===== src/rtl/cbc_pkg.sv =====
// rtl/cbc_pkg.sv - shared types and constants for the cbc_dig EEPROM path
package cbc_pkg;

  localparam int unsigned CP_CYCLES_DEFAULT = 1500000;
  localparam int          CP_W              = 21;

  localparam logic [1:0] XSET_ADDR = 2'd0;
  localparam logic [1:0] P_ADDR    = 2'd1;
  localparam logic [1:0] I_ADDR    = 2'd2;
  localparam logic [1:0] D_ADDR    = 2'd3;

  typedef enum logic [2:0] {
    ST_BOOT_CS,
    ST_BOOT_GAP,
    ST_IDLE,
    ST_RD_CS,
    ST_RD_GAP,
    ST_WR_PMP,
    ST_WR_GAP
  } eep_arb_state_t;

endpackage


===== src/rtl/cp_timer.sv =====
// rtl/cp_timer.sv - charge-pump window down-counter; expired marks the last pump cycle
module cp_timer
  import cbc_pkg::*;
#(
  parameter int unsigned CP_CYCLES = CP_CYCLES_DEFAULT
) (
  input  logic clk,
  input  logic rst_n,
  input  logic start,
  output logic expired
);

  localparam logic [CP_W-1:0] LOAD_VAL = CP_W'(CP_CYCLES - 1);

  logic [CP_W-1:0] cnt_q, cnt_d;

  always_comb begin
    cnt_d = cnt_q;
    if (start) begin
      cnt_d = LOAD_VAL;
    end else if (cnt_q != '0) begin
      cnt_d = cnt_q - CP_W'(1);
    end
  end

  always_ff @(posedge clk or negedge rst_n) begin
    if (!rst_n) begin
      cnt_q <= '0;
    end else begin
      cnt_q <= cnt_d;
    end
  end

  assign expired = (cnt_q == '0);

endmodule


===== src/rtl/eep_arb.sv =====
// rtl/eep_arb.sv - EEPROM boot loader, cmd/dp arbiter and pin sequencer
module eep_arb
  import cbc_pkg::*;
#(
  parameter int unsigned CP_CYCLES = CP_CYCLES_DEFAULT
) (
  input  logic        clk,
  input  logic        rst_n,
  input  logic        cmd_req,
  input  logic        cmd_wr,
  input  logic [1:0]  cmd_addr,
  input  logic [13:0] cmd_wdata,
  output logic        cmd_done,
  output logic [13:0] cmd_rdata,
  input  logic        dp_req,
  input  logic [1:0]  dp_addr,
  output logic        dp_vld,
  output logic [13:0] dp_rdata,
  output logic [3:0]  coef_ld,
  output logic [13:0] coef_data,
  output logic        boot_done,
  output logic [1:0]  eep_addr,
  output logic        eep_cs_n,
  output logic        eep_r_w_n,
  output logic        chrg_pmp_en,
  output logic [13:0] dst,
  input  logic [13:0] eep_rd_data
);

  eep_arb_state_t state_q, state_d;
  logic [1:0]  eep_addr_q, eep_addr_d;
  logic [13:0] dst_q, dst_d;
  logic        own_cmd_q, own_cmd_d;
  logic        boot_last_q, boot_last_d;
  logic        boot_done_q, boot_done_d;
  logic        cmd_done_q, cmd_done_d;
  logic        dp_vld_q, dp_vld_d;
  logic [3:0]  coef_ld_q, coef_ld_d;
  logic [13:0] coef_data_q, coef_data_d;
  logic [13:0] cmd_rdata_q, cmd_rdata_d;
  logic [13:0] dp_rdata_q, dp_rdata_d;
  logic        tmr_start;
  logic        tmr_expired;

  cp_timer #(.CP_CYCLES(CP_CYCLES)) u_cp_timer (
    .clk     (clk),
    .rst_n   (rst_n),
    .start   (tmr_start),
    .expired (tmr_expired)
  );

  always_comb begin
    state_d     = state_q;
    eep_addr_d  = eep_addr_q;
    dst_d       = dst_q;
    own_cmd_d   = own_cmd_q;
    boot_last_d = boot_last_q;
    boot_done_d = boot_done_q;
    cmd_done_d  = 1'b0;
    dp_vld_d    = 1'b0;
    coef_ld_d   = 4'b0000;
    coef_data_d = coef_data_q;
    cmd_rdata_d = cmd_rdata_q;
    dp_rdata_d  = dp_rdata_q;
    tmr_start   = 1'b0;
    unique case (state_q)
      // Reset lands here with boot_last clear, so the first edge starts the read of address 0
      ST_BOOT_GAP: begin
        if (boot_last_q) begin
          state_d     = ST_IDLE;
          boot_done_d = 1'b1;
        end else begin
          state_d = ST_BOOT_CS;
        end
      end
      ST_BOOT_CS: begin
        state_d     = ST_BOOT_GAP;
        coef_ld_d   = 4'b0001 << eep_addr_q;
        coef_data_d = eep_rd_data;
        boot_last_d = (eep_addr_q == D_ADDR);
        eep_addr_d  = eep_addr_q + 2'd1;
      end
      ST_IDLE: begin
        if (cmd_req) begin
          own_cmd_d  = 1'b1;
          eep_addr_d = cmd_addr;
          if (cmd_wr) begin
            dst_d     = cmd_wdata;
            tmr_start = 1'b1;
            state_d   = ST_WR_PMP;
          end else begin
            state_d = ST_RD_CS;
          end
        end else if (dp_req) begin
          own_cmd_d  = 1'b0;
          eep_addr_d = dp_addr;
          state_d    = ST_RD_CS;
        end
      end
      ST_RD_CS: begin
        state_d = ST_RD_GAP;
        if (own_cmd_q) begin
          cmd_done_d  = 1'b1;
          cmd_rdata_d = eep_rd_data;
        end else begin
          dp_vld_d   = 1'b1;
          dp_rdata_d = eep_rd_data;
        end
      end
      ST_RD_GAP: state_d = ST_IDLE;
      ST_WR_PMP: begin
        if (tmr_expired) begin
          state_d    = ST_WR_GAP;
          cmd_done_d = 1'b1;
        end
      end
      ST_WR_GAP: state_d = ST_IDLE;
      default:   state_d = ST_BOOT_GAP;
    endcase
  end

  always_ff @(posedge clk or negedge rst_n) begin
    if (!rst_n) begin
      state_q     <= ST_BOOT_GAP;
      eep_addr_q  <= XSET_ADDR;
      dst_q       <= '0;
      own_cmd_q   <= 1'b0;
      boot_last_q <= 1'b0;
      boot_done_q <= 1'b0;
      cmd_done_q  <= 1'b0;
      dp_vld_q    <= 1'b0;
      coef_ld_q   <= '0;
      coef_data_q <= '0;
      cmd_rdata_q <= '0;
      dp_rdata_q  <= '0;
    end else begin
      state_q     <= state_d;
      eep_addr_q  <= eep_addr_d;
      dst_q       <= dst_d;
      own_cmd_q   <= own_cmd_d;
      boot_last_q <= boot_last_d;
      boot_done_q <= boot_done_d;
      cmd_done_q  <= cmd_done_d;
      dp_vld_q    <= dp_vld_d;
      coef_ld_q   <= coef_ld_d;
      coef_data_q <= coef_data_d;
      cmd_rdata_q <= cmd_rdata_d;
      dp_rdata_q  <= dp_rdata_d;
    end
  end

  // Strobes decode straight from the state so an async reset drops the pump at once
  assign eep_cs_n    = !(state_q inside {ST_BOOT_CS, ST_RD_CS, ST_WR_PMP});
  assign eep_r_w_n   = (state_q != ST_WR_PMP);
  assign chrg_pmp_en = (state_q == ST_WR_PMP);
  assign eep_addr    = eep_addr_q;
  assign dst         = dst_q;
  assign cmd_done    = cmd_done_q;
  assign cmd_rdata   = cmd_rdata_q;
  assign dp_vld      = dp_vld_q;
  assign dp_rdata    = dp_rdata_q;
  assign coef_ld     = coef_ld_q;
  assign coef_data   = coef_data_q;
  assign boot_done   = boot_done_q;

endmodule


===== config.mk =====
export PLATFORM = sky130hd
export DESIGN_NAME = eep_arb
export DESIGN_NICKNAME = d
export VERILOG_FILES = /design/src/rtl/cbc_pkg.sv /design/src/rtl/cp_timer.sv /design/src/rtl/eep_arb.sv
export SDC_FILE = /design/constraint.sdc
export NUM_CORES = 1
export LEC_CHECK = 0
export BUFFER_PORTS_ARGS = -buffer_cell sky130_fd_sc_hd__buf_4
export CORE_UTILIZATION = 56
export CTS_CLUSTER_SIZE = 10
export DETAILED_ROUTE_END_ITERATION = 6
export PLACE_DENSITY = 0.88
export SYNTH_ARGS = -nofsm -noshare
export SYNTH_HDL_FRONTEND = slang
export SYNTH_SLANG_ARGS = --single-unit

===== constraint.sdc =====
create_clock -name clk -period 5.4 [get_ports clk]
set_input_delay 1.35 -clock clk [delete_from_list [all_inputs] [get_ports clk]]
set_output_delay 1.35 -clock clk [all_outputs]
set_load 0.03 [all_outputs]

==> impl_metrics.env <==
export IMPL_whs_path_depth=1
export IMPL_syn_area_mm2=0.00395
export IMPL_wire_per_inst_um=16.3
export IMPL_vdd_ir_drop_max_v=0.000447
export IMPL_overflow=0
export IMPL_criticalPathCategory="reg2out"
export IMPL_clockBufferDepth=2
export IMPL_synthTopCellsByCount="dfrtp_1 (90), nand2_1 (54), mux2_2 (43), nor2_1 (18), o21ai_0 (13)"
export IMPL_setup_viol=0
export IMPL_cts_root_buf="clkbuf_8"
export IMPL_die_y_um=86.0
export IMPL_reg2reg_depth=4
export IMPL_grt_total_usage=0.255
export IMPL_hold_viol=0
export IMPL_crit_arrival_ns=1.63
export IMPL_yosysWarningCount=0
export IMPL_postSynth_asyncResetShare=1.00
export IMPL_die_w_um=86.0
export IMPL_avgSynthCellArea_um2=11.5
export IMPL_fmax_mhz=336
export IMPL_ctsResizeCount=0
export IMPL_utilization=0.734
export IMPL_cts_tree="built"
export IMPL_slew_headroom=0.164
export IMPL_cts_buffers=9
export IMPL_fin_skew_ns=0.0143
export IMPL_power_leakage_nw=2.31
export IMPL_clk_pin_slew_ns=0.10
export IMPL_cts_sinks=91
export IMPL_viasPerCell=5.62
export IMPL_fin_setup_tns_ns=0
export IMPL_post_place_ws_ns=2.20
export IMPL_synthCells=343
export IMPL_drt_iter0_drc=216
export IMPL_drc_errors=0
export IMPL_startpoint_type="register"
export IMPL_whs_endpoint="boot_done"
export IMPL_synth_edf_count=0
export IMPL_ant_nets=0
export IMPL_r2r_slack_ns=2.68
export IMPL_grt_pass1_wl_mm=14.5
export IMPL_antenna_found_initial=0
export IMPL_final_net_count=487
export IMPL_diodes=0
export IMPL_cts_hold_fix_buffers=0
export IMPL_ys_top_cells_by_area="dfrtp_1 (57%), mux2_2 (12%), nand2_1 (5.1%)"
export IMPL_dp_hpwl_mm=6.09
export IMPL_routed_wl_mm=8.87
export IMPL_synth_seq_cells=91
export IMPL_period_share=0.551
export IMPL_start_util=0.582
export IMPL_insertion_delay_ns=0.36
export IMPL_fin_ws_ns=2.42
export IMPL_core_mm2=0.00679
export IMPL_r2r_start="state_q[1]"
export IMPL_r2r_end="u_cp_timer.cnt_q[6]"
export IMPL_grt_pass1_vias=3052
export IMPL_rsz0062_at_grt="no"
export IMPL_hold_path_class="reg2reg"
export IMPL_num_vias=3063
export IMPL_period_needed_ns=2.98
export IMPL_yosysSeqAreaShare=0.576
export IMPL_status="finished clean"
export IMPL_worstMarginPinSlew_ns=1.25
export IMPL_core_rowCount=30
export IMPL_dr_pass1_iters=4
export IMPL_drive_gt1_frac=0.381
export IMPL_cp_max_fo=9
export IMPL_yosysMostFrequentCell="dfrtp_1"
export IMPL_htreeDepth=3
export IMPL_syn_num_nets=386
export IMPL_powerDensity_mw_per_mm2=638
export IMPL_cts_setup_buffers=0
export IMPL_io_buffers=104
export IMPL_place_gp_congestion=0.890
export IMPL_grt_max_degree=52
export IMPL_dieArea_mm2=0.00740
export IMPL_ys_flop_type="dfrtp_1"
export IMPL_area_growth_pct=26.1
export IMPL_synth_cell_type_count=45
export IMPL_worstHoldStart="boot_done"
export IMPL_netlist_top_cell_by_area="dfrtp_1"
export IMPL_cp_end_kind="primary output"
export IMPL_synth_top_area_frac=0.570
export IMPL_required_ns=4.05
export IMPL_io_pins=105
export IMPL_drv_slew=0
export IMPL_totalPowerFinal_mw=3.18
export IMPL_maxCapViolCount=0
## worst max path at each step
stage               start             to  slack (ns)  depth (start not counted)
2_1_floorplan  state_q[0]      eep_r_w_n        2.53                          4
3_3_place_gp      cmd_req  coef_data[13]        2.28                          4
3_5_place_dp      cmd_req   coef_data[0]        2.20                          4
4_1_cts        state_q[0]      eep_r_w_n        2.44                          4
5_1_grt        state_q[0]      eep_r_w_n        2.36                          4
6_report       state_q[0]      eep_r_w_n        2.42                          4
## metrics by stage
step | hold WS [ns] | area, um^2 | cells
2_1_floorplan | 0.480 | 3950 | 343
4_1_cts | 0.485 | 4990 | 545
6_report | 0.484 | 4990 | 545
3_3_place_gp | 0.458 | 4790 | 529
5_1_grt | 0.499 | 4990 | 545
3_5_place_dp | 0.460 | 4790 | 529
## kinds of logic (layout without fill, tap and decap cells)
group / after synthesis / in the layout / share of synthesized area
DFF: 91 / 91 / 0.576
and+or+nand+nor: 123 / 123 / 0.155
xor gates and xnor gates: 1 / 1 / 0.00222
AOI/OAI and AO/OA: 48 / 48 / 0.0791
adders and majority gates: 6 / 6 / 0.0190
buffers and inverters: 23 / 129 / 0.0259
muxes: 51 / 51 / 0.143
## layer usage
layer	wire length [um]	part of all wire	vias up	global-route usage
met5	0	0	-	0
met4	130	0.015	0	0.105
met3	645	0.073	12	0.0712
met2	4360	0.49	105	0.416
met1	3730	0.42	1520	0.321
li1	-	-	1426	-
## area by class of cell
type | count | area, um^2
clock buffer | 9 | 124
clock inverter | 7 | 68.8
fill | 442 | 1810
inverter | 7 | 26.3
multi-input combinational | 229 | 1570
sequential | 91 | 2280
tap | 96 | 120
timing repair buffer | 106 | 796
## worst max-delay path, cell delays in order, from the launching register on
cell     delay [ns]
dfstp_2        0.63
nand2_1        0.09
nor2_1         0.22
inv_1          0.13
buf_4          0.19
## placed cells by master, fill, tap and decap left out, drive strengths merged, types with 3 or more instances in the layout
cell / netlist / routed
a21oi: 11 / 11
inv: 7 / 10
nand2: 54 / 54
dfrtp: 90 / 90
and4: 3 / 3
o41ai: 3 / 3
and3: 6 / 6
a31oi: 3 / 3
nand3: 7 / 7
buf: 5 / 106
o31ai: 5 / 5
nor3: 4 / 4
and2: 5 / 5
nor4: 6 / 6
mux2: 43 / 43
ha: 6 / 6
nand2b: 3 / 3
mux2i: 8 / 8
o21ai: 13 / 13
nor2: 18 / 18
or4: 7 / 7
clkbuf: 11 / 9
## registers in the layout, summed over array words and instances, names as in the netlist, 2 cells and up
name and flops:
state_q 3, dp_rdata 14, u_cp_timer.cnt_q 21, coef_ld 4, cmd_rdata 14, eep_addr 2, coef_data 14, dst 14
## power by group
group / switching [mW] / total, mW / internal [mW]
combinational: 0.882 / 1.52 / 0.638
sequential: 0.233 / 1.22 / 0.985
clock: 0.263 / 0.442 / 0.178
Note: power is estimated with default switching activity, not from simulation.
